File: src/rtl/dpram_rd_streamer_pkg.sv
// Shared definitions for the dual-port RAM read streamer: FSM encoding and
// the default skid-FIFO capacity for a given RAM read latency.
package dpram_rd_streamer_pkg;

  localparam logic [2:0] S_IDLE  = 3'd0;
  localparam logic [2:0] S_RUN   = 3'd1;
  localparam logic [2:0] S_DRAIN = 3'd2;
  localparam logic [2:0] S_FIN   = 3'd3;
  localparam logic [2:0] S_ZERO  = 3'd4;

  typedef enum logic [2:0] {
    ST_IDLE  = S_IDLE,
    ST_RUN   = S_RUN,
    ST_DRAIN = S_DRAIN,
    ST_FIN   = S_FIN,
    ST_ZERO  = S_ZERO
  } state_t;

  // Every in-flight RAM read plus one head word and one landing slot.
  function automatic int cap_default(input int n_delay);
    return n_delay + 2;
  endfunction

endpackage

File: src/rtl/dpram_rd_streamer_rd_skid_fifo.sv
// Synchronous skid FIFO with a registered head word; the head is refilled from
// the body storage or, when the body is empty, directly from the push port.
module rd_skid_fifo #(
  parameter int W     = 65,
  parameter int DEPTH = 3
) (
  input  logic                         clk,
  input  logic                         rstn,
  input  logic                         push,
  input  logic [W-1:0]                 push_data,
  input  logic                         pop,
  output logic [$clog2(DEPTH+1)-1:0]   count,
  output logic                         head_valid,
  output logic [W-1:0]                 head_data
);

  localparam int CW = $clog2(DEPTH + 1);
  localparam int BD = DEPTH - 1;
  localparam int PW = (BD > 1) ? $clog2(BD) : 1;

  logic [W-1:0]  body [BD];
  logic [PW-1:0] wr_ptr;
  logic [PW-1:0] rd_ptr;
  logic [CW-1:0] body_count;
  logic          head_load;
  logic          from_body;
  logic          direct;
  logic          body_push;
  logic          body_pop;

  always_comb begin
    head_load = !head_valid || (pop && head_valid);
    from_body = head_load && (body_count != '0);
    direct    = head_load && (body_count == '0) && push;
    body_push = push && !direct;
    body_pop  = from_body;
  end

  assign count = body_count + CW'(head_valid);

  always_ff @(posedge clk) begin
    if (body_push) begin
      body[wr_ptr] <= push_data;
    end
  end

  always_ff @(posedge clk or negedge rstn) begin
    if (!rstn) begin
      wr_ptr     <= '0;
      rd_ptr     <= '0;
      body_count <= '0;
    end else begin
      if (body_push) begin
        wr_ptr <= (wr_ptr == PW'(BD - 1)) ? '0 : wr_ptr + 1'b1;
      end
      if (body_pop) begin
        rd_ptr <= (rd_ptr == PW'(BD - 1)) ? '0 : rd_ptr + 1'b1;
      end
      case ({body_push, body_pop})
        2'b10:   body_count <= body_count + 1'b1;
        2'b01:   body_count <= body_count - 1'b1;
        default: body_count <= body_count;
      endcase
    end
  end

  // Head keeps its data when it empties so the stream output stays quiet.
  always_ff @(posedge clk or negedge rstn) begin
    if (!rstn) begin
      head_valid <= 1'b0;
      head_data  <= '0;
    end else if (head_load) begin
      if (from_body) begin
        head_valid <= 1'b1;
        head_data  <= body[rd_ptr];
      end else if (push) begin
        head_valid <= 1'b1;
        head_data  <= push_data;
      end else begin
        head_valid <= 1'b0;
      end
    end
  end

endmodule

File: src/rtl/dpram_rd_streamer.sv
// Burst read controller for the dual-port RAM: issues enb/addrb under a credit
// limit, realigns the fixed read latency and streams words via a skid FIFO.
module dpram_rd_streamer
  import dpram_rd_streamer_pkg::*;
#(
  parameter int DW      = 64,
  parameter int AW      = 8,
  parameter int DEPTH   = 256,
  parameter int N_DELAY = 1,
  parameter int CAP     = cap_default(N_DELAY)
) (
  input  logic          clk,
  input  logic          rstn,
  input  logic          start,
  input  logic [AW-1:0] start_addr,
  input  logic [AW:0]   num_words,
  output logic          busy,
  output logic          done,
  output logic          enb,
  output logic [AW-1:0] addrb,
  input  logic [DW-1:0] dob,
  output logic          m_valid,
  input  logic          m_ready,
  output logic [DW-1:0] m_data,
  output logic          m_last
);

  localparam int CW = $clog2(CAP + 1);
  localparam logic [CW:0] CAP_L = (CW + 1)'(CAP);

  state_t              state;
  state_t              state_nxt;
  logic [AW:0]         num_q;
  logic [AW:0]         issued;
  logic [N_DELAY-1:0]  pipe_valid;
  logic [N_DELAY-1:0]  pipe_last;
  logic [CW-1:0]       fifo_count;
  logic [CW-1:0]       inflight;
  logic [CW:0]         occupancy;
  logic                issue;
  logic                pop;
  logic                last_tag;
  logic [DW:0]         head;

  always_comb begin
    inflight = '0;
    for (int i = 0; i < N_DELAY; i++) begin
      inflight = inflight + CW'(pipe_valid[i]);
    end
  end

  // Credit check uses this cycle's pop so a draining stream never stalls reads.
  assign pop       = m_valid && m_ready;
  assign occupancy = {1'b0, inflight} + {1'b0, fifo_count} - {{CW{1'b0}}, pop};
  assign last_tag  = (issued == num_q - 1'b1);
  assign issue     = (state == ST_RUN) && (issued < num_q) && (occupancy < CAP_L);
  assign enb       = issue;

  always_comb begin
    state_nxt = state;
    busy      = 1'b0;
    done      = 1'b0;
    case (state)
      ST_IDLE: begin
        if (start) begin
          state_nxt = (num_words != '0) ? ST_RUN : ST_ZERO;
        end
      end
      ST_RUN: begin
        busy = 1'b1;
        if (issue && last_tag) begin
          state_nxt = ST_DRAIN;
        end
      end
      ST_DRAIN: begin
        busy = 1'b1;
        if (pop && m_last) begin
          state_nxt = ST_FIN;
        end
      end
      ST_FIN: begin
        done      = 1'b1;
        state_nxt = ST_IDLE;
      end
      ST_ZERO: begin
        busy      = 1'b1;
        done      = 1'b1;
        state_nxt = ST_IDLE;
      end
      default: state_nxt = ST_IDLE;
    endcase
  end

  always_ff @(posedge clk or negedge rstn) begin
    if (!rstn) begin
      state <= ST_IDLE;
    end else begin
      state <= state_nxt;
    end
  end

  always_ff @(posedge clk or negedge rstn) begin
    if (!rstn) begin
      num_q  <= '0;
      issued <= '0;
      addrb  <= '0;
    end else if (state == ST_IDLE && start) begin
      num_q  <= num_words;
      issued <= '0;
      addrb  <= start_addr;
    end else if (issue) begin
      issued <= issued + 1'b1;
      addrb  <= (addrb == AW'(DEPTH - 1)) ? '0 : addrb + 1'b1;
    end
  end

  // Tags travel alongside the RAM read so dob is captured exactly when valid.
  always_ff @(posedge clk or negedge rstn) begin
    if (!rstn) begin
      pipe_valid <= '0;
      pipe_last  <= '0;
    end else begin
      pipe_valid[0] <= issue;
      pipe_last[0]  <= issue && last_tag;
      for (int i = 1; i < N_DELAY; i++) begin
        pipe_valid[i] <= pipe_valid[i-1];
        pipe_last[i]  <= pipe_last[i-1];
      end
    end
  end

  rd_skid_fifo #(
    .W     (DW + 1),
    .DEPTH (CAP)
  ) u_fifo (
    .clk        (clk),
    .rstn       (rstn),
    .push       (pipe_valid[N_DELAY-1]),
    .push_data  ({pipe_last[N_DELAY-1], dob}),
    .pop        (pop),
    .count      (fifo_count),
    .head_valid (m_valid),
    .head_data  (head)
  );

  assign m_data = head[DW-1:0];
  assign m_last = m_valid && head[DW];

endmodule
File: config.mk
export PLATFORM = sky130hd
export DESIGN_NAME = dpram_rd_streamer
export DESIGN_NICKNAME = d
export VERILOG_FILES = /design/src/rtl/dpram_rd_streamer_pkg.sv /design/src/rtl/dpram_rd_streamer_rd_skid_fifo.sv /design/src/rtl/dpram_rd_streamer.sv
export SDC_FILE = /design/constraint.sdc
export NUM_CORES = 1
export LEC_CHECK = 0
export CORE_MARGIN = 5
export CORE_UTILIZATION = 34
export CTS_CLUSTER_DIAMETER = 150
export DETAILED_ROUTE_END_ITERATION = 7
export GPL_TIMING_DRIVEN = 0
export PLACE_DENSITY = 0.57
export SYNTH_ARGS = -nofsm -noshare
export SYNTH_HDL_FRONTEND = slang
export SYNTH_SLANG_ARGS = --single-unit
export TNS_END_PERCENT = 5
File: constraint.sdc
create_clock -name clk -period 4.9 [get_ports clk]
set_input_delay 0.735 -clock clk [delete_from_list [all_inputs] [get_ports clk]]
set_output_delay 0.735 -clock clk [all_outputs]
set_load 0.01 [all_outputs]
==> results.py <==
metrics = {
    "floorplan": {
        "dieArea_mm2": 0.03393,
        "ios": 162,
        "core_area_mm2": 0.02980,
        "rows": 63,
        "die_y_um": 184.2,
        "start_util": 0.3463,
        "die_w_um": 184.2,
    },
    "sta": {
        "max_freq_mhz": 217.9,
        "drv_slew": 0,
        "relSlewSlack": 0.4523,
        "finalCriticalPeriod_ns": 4.590,
        "skew_ns": 0.006643,
        "rsz0062_at_grt": "false",
        "period_share": 0.9366,
        "hold_violations": 0,
        "setup_violations": 0,
        "worst_pin_slew_ns": 0.8216,
        "fin_hold_ws_ns": 0.1609,
    },
    "synthesis": {
        "synth_area_leaders": "edfxtp_1 (38%), dfrtp_1 (24%), mux2i_1 (4.9%)",
        "synthCells": 867,
        "netlist_area_mm2": 0.01032,
        "yosysWarnings": 0,
        "avgSynthCellArea_um2": 11.90,
        "synth_seq_cells": 231,
        "ys_seq_area_frac": 0.6233,
        "yosys.area.top_type_share": 0.3784,
        "synth-main-ff-cell": "edfxtp_1",
        "synth.largest_area_cell": "edfxtp_1",
        "syn_nets": 969,
        "synth_cell_types": 53,
        "async_flop_share": 0.4372,
        "synth-edff-count": 130,
    },
    "drt": {
        "drc_errors": 0,
        "first_iter_violations": 368,
        "ant_nets": 0,
        "viasPerCell": 4.717,
        "post_drt_wl_per_cell_um": 16.44,
        "wirelength_mm": 24.17,
        "dr_total_vias": 6934,
        "first_pass_iters": 4,
    },
    "critical_path": {
        "crit_slowest_cell": "clkdlybuf4s50_1",
        "crit_top_cell": "inv_1",
        "cp.arrival_ns": 3.85,
        "crit_chain": "clkdlybuf4s50_1, and2_1, ha_1, inv_1, ha_1, inv_1, fa_1, inv_1, a221oi_1, and3_1, buf_6, nand2_4, inv_2, clkdlybuf4s50_1",
        "endpoint_kind": "primary output",
        "crit_family": "buffers and inverters",
        "start_kind": "input pin",
        "crit_required_ns": 4.16,
        "cp.buffers_inverters": 7,
        "critical_path_class": "in -> out",
        "crit_path_max_incr_delay_ns": 0.56,
        "critPathMaxFanout": 10,
    },
    "clock_network": {
        "clockRootBuffer": "clkbuf_16",
        "cts_buffers": 26,
        "cts_tree": "done",
        "cts-hold-fix-buffers": 0,
        "post_cts_resized": 0,
        "clock_latency_ns": 0.52,
        "clk_pin_slew_ns": 0.06,
        "ctsHtreeMaxLevel": 1,
        "cts.path.max_buffers": 3,
        "post-cts-setup-buffers": 0,
        "clock_sinks": 231,
    },
    "finish": {
        "final_nets": 1162,
        "fin_util": 0.4490,
        "area_growth_pct": 29.68,
        "num-fill-cells": 2811,
        "diodes": 0,
        "final_layout_size_suffix_gt1_frac": 0.1352,
        "design_area_mm2": 0.01338,
        "seqCellArea_mm2": 0.006431,
        "multi_input_area_mm2": 0.003164,
    },
    "power_and_ir_drop": {
        "powerDensity_mw_per_mm2": 674.0,
        "leakage_nw": 5.250,
        "ir_drop_v": 0.0003373,
    },
    "grt": {
        "grt_pass1_wl_mm": 38.90,
        "grt.total_usage": 0.1414,
        "grt_max_degree": 57,
        "grt_overflow_total": 0,
        "grt_pass1_vias": 7268,
        "antenna_found_initial": 2,
    },
    "placement": {
        "hpwl_mm": 16.79,
        "placed_cell_area_mm2": 0.01253,
        "gpl.final_weighted_congestion": 0.7901,
        "port_buffers": 161,
    },
    "run_status": {
        "status": "completed",
    },
    "worst_hold_path": {
        "min_path_type": "in -> async",
    },
    "flow_run": {
        "drv_cap": 0,
    },
}
-- where the power goes --
group / switching (mW) / internal, mW
sequential: 0.345 / 2.82
combinational: 2.05 / 1.90
clock: 0.767 / 1.14
-- cells in the mapped netlist (all sizes together) (4+ instances only) --
cell      n
nand2    80
a21oi    70
mux2i    51
nand2b    4
buf      74
xor2     11
dfrtp   101
nor3      5
and3     10
nor2     83
nor4      4
nand3    12
nand4     5
mux2     15
and2      4
inv      18
edfxtp  130
ha       16
xnor2    17
clkbuf   35
o22ai    15
o21ai    72
-- layout by cell type (no fill, tap or decap), types with 26 or more instances in the layout --
cell,count
buf_4,64
clkbuf_1,38
edfxtp_1,130
a21oi_1,69
mux2i_1,51
o21ai_0,69
clkdlybuf4s50_1,160
nand2_1,79
clkbuf_16,26
nor2_1,82
dfrtp_1,101
-- layout make-up --
type / instances / area share
clock buffers: 33 / 0.05359
plain buffers: 109 / 0.04985
flip-flops and latches: 231 / 0.4807
repair buffers: 165 / 0.1277
well taps: 390 / 0.03647
clock inverters: 15 / 0.01019
multi-input cells: 509 / 0.2365
inverters: 18 / 0.005050
-- worst paths after layout --
path / slack [ns] / from / end / depth (start not counted)
min: 0.16 / rstn / issued[1] / 1
min in group clk: 0.47 / pipe_last / u_fifo.body[1][64] / 0
max in group asynchronous: 4.06 / rstn / u_fifo.head_data[12] / 2
max reg2reg: 1.76 / u_fifo.body_count[0] / addrb[3] / 15
min reg2reg: 0.47 / pipe_last / u_fifo.body[1][64] / 0
max: 0.31 / m_ready / enb / 14
-- sequential cells by signal (all words and copies together) (netlist names) --
name               cells
u_fifo.body          130
u_fifo.head_data      65
issued                 9
num_q                  9
addrb                  8
state                  3
u_fifo.body_count      2
pipe_last              1
pipe_valid             1
u_fifo.head_valid      1
u_fifo.rd_ptr          1
u_fifo.wr_ptr          1
-- metal layers --
metal	vias to the layer above	track usage	wire (um)
li1	3400	-	-
met1	3341	0.1922	11020
met2	157	0.2346	11320
met3	32	0.03079	1392
met4	4	0.02987	407
met5	-	0	27
-- stage by stage --
stage / worst slack [ns] / instances / total power [mW] / setup TNS [ns]
floorplan: 0.5110 / 867 / 5.692 / 0
global placement: -2.161 / 1418 / 7.161 / -283.49
detailed placement: 0.2732 / 1422 / 7.219 / 0
CTS: 0.2691 / 1470 / 9.168 / 0
global route: 0.03980 / 1470 / 9.705 / 0
finish: 0.3105 / 1470 / 9.018 / 0
-- worst reg2reg max path: stages (launching register included) --
cell and delay (ns):
dfrtp_1 0.47, ha_1 0.32, inv_1 0.04, ha_1 0.25, inv_1 0.05, ha_1 0.13
inv_1 0.04, fa_1 0.47, inv_1 0.05, a221oi_1 0.23, and3_1 0.20, buf_6 0.15
nand2_4 0.11, inv_2 0.18, o21ai_2 0.12, o311ai_1 0.25
-- logic make-up after synthesis --
family	Yosys count	synth area share
compound gates	178	0.09957
xor+xnor	28	0.02377
fa+ha+maj	17	0.02134
buf+inv	127	0.07119
flops	231	0.6233
mux	66	0.06585
simple gates	220	0.09495
(Power assumes the default switching activity.)
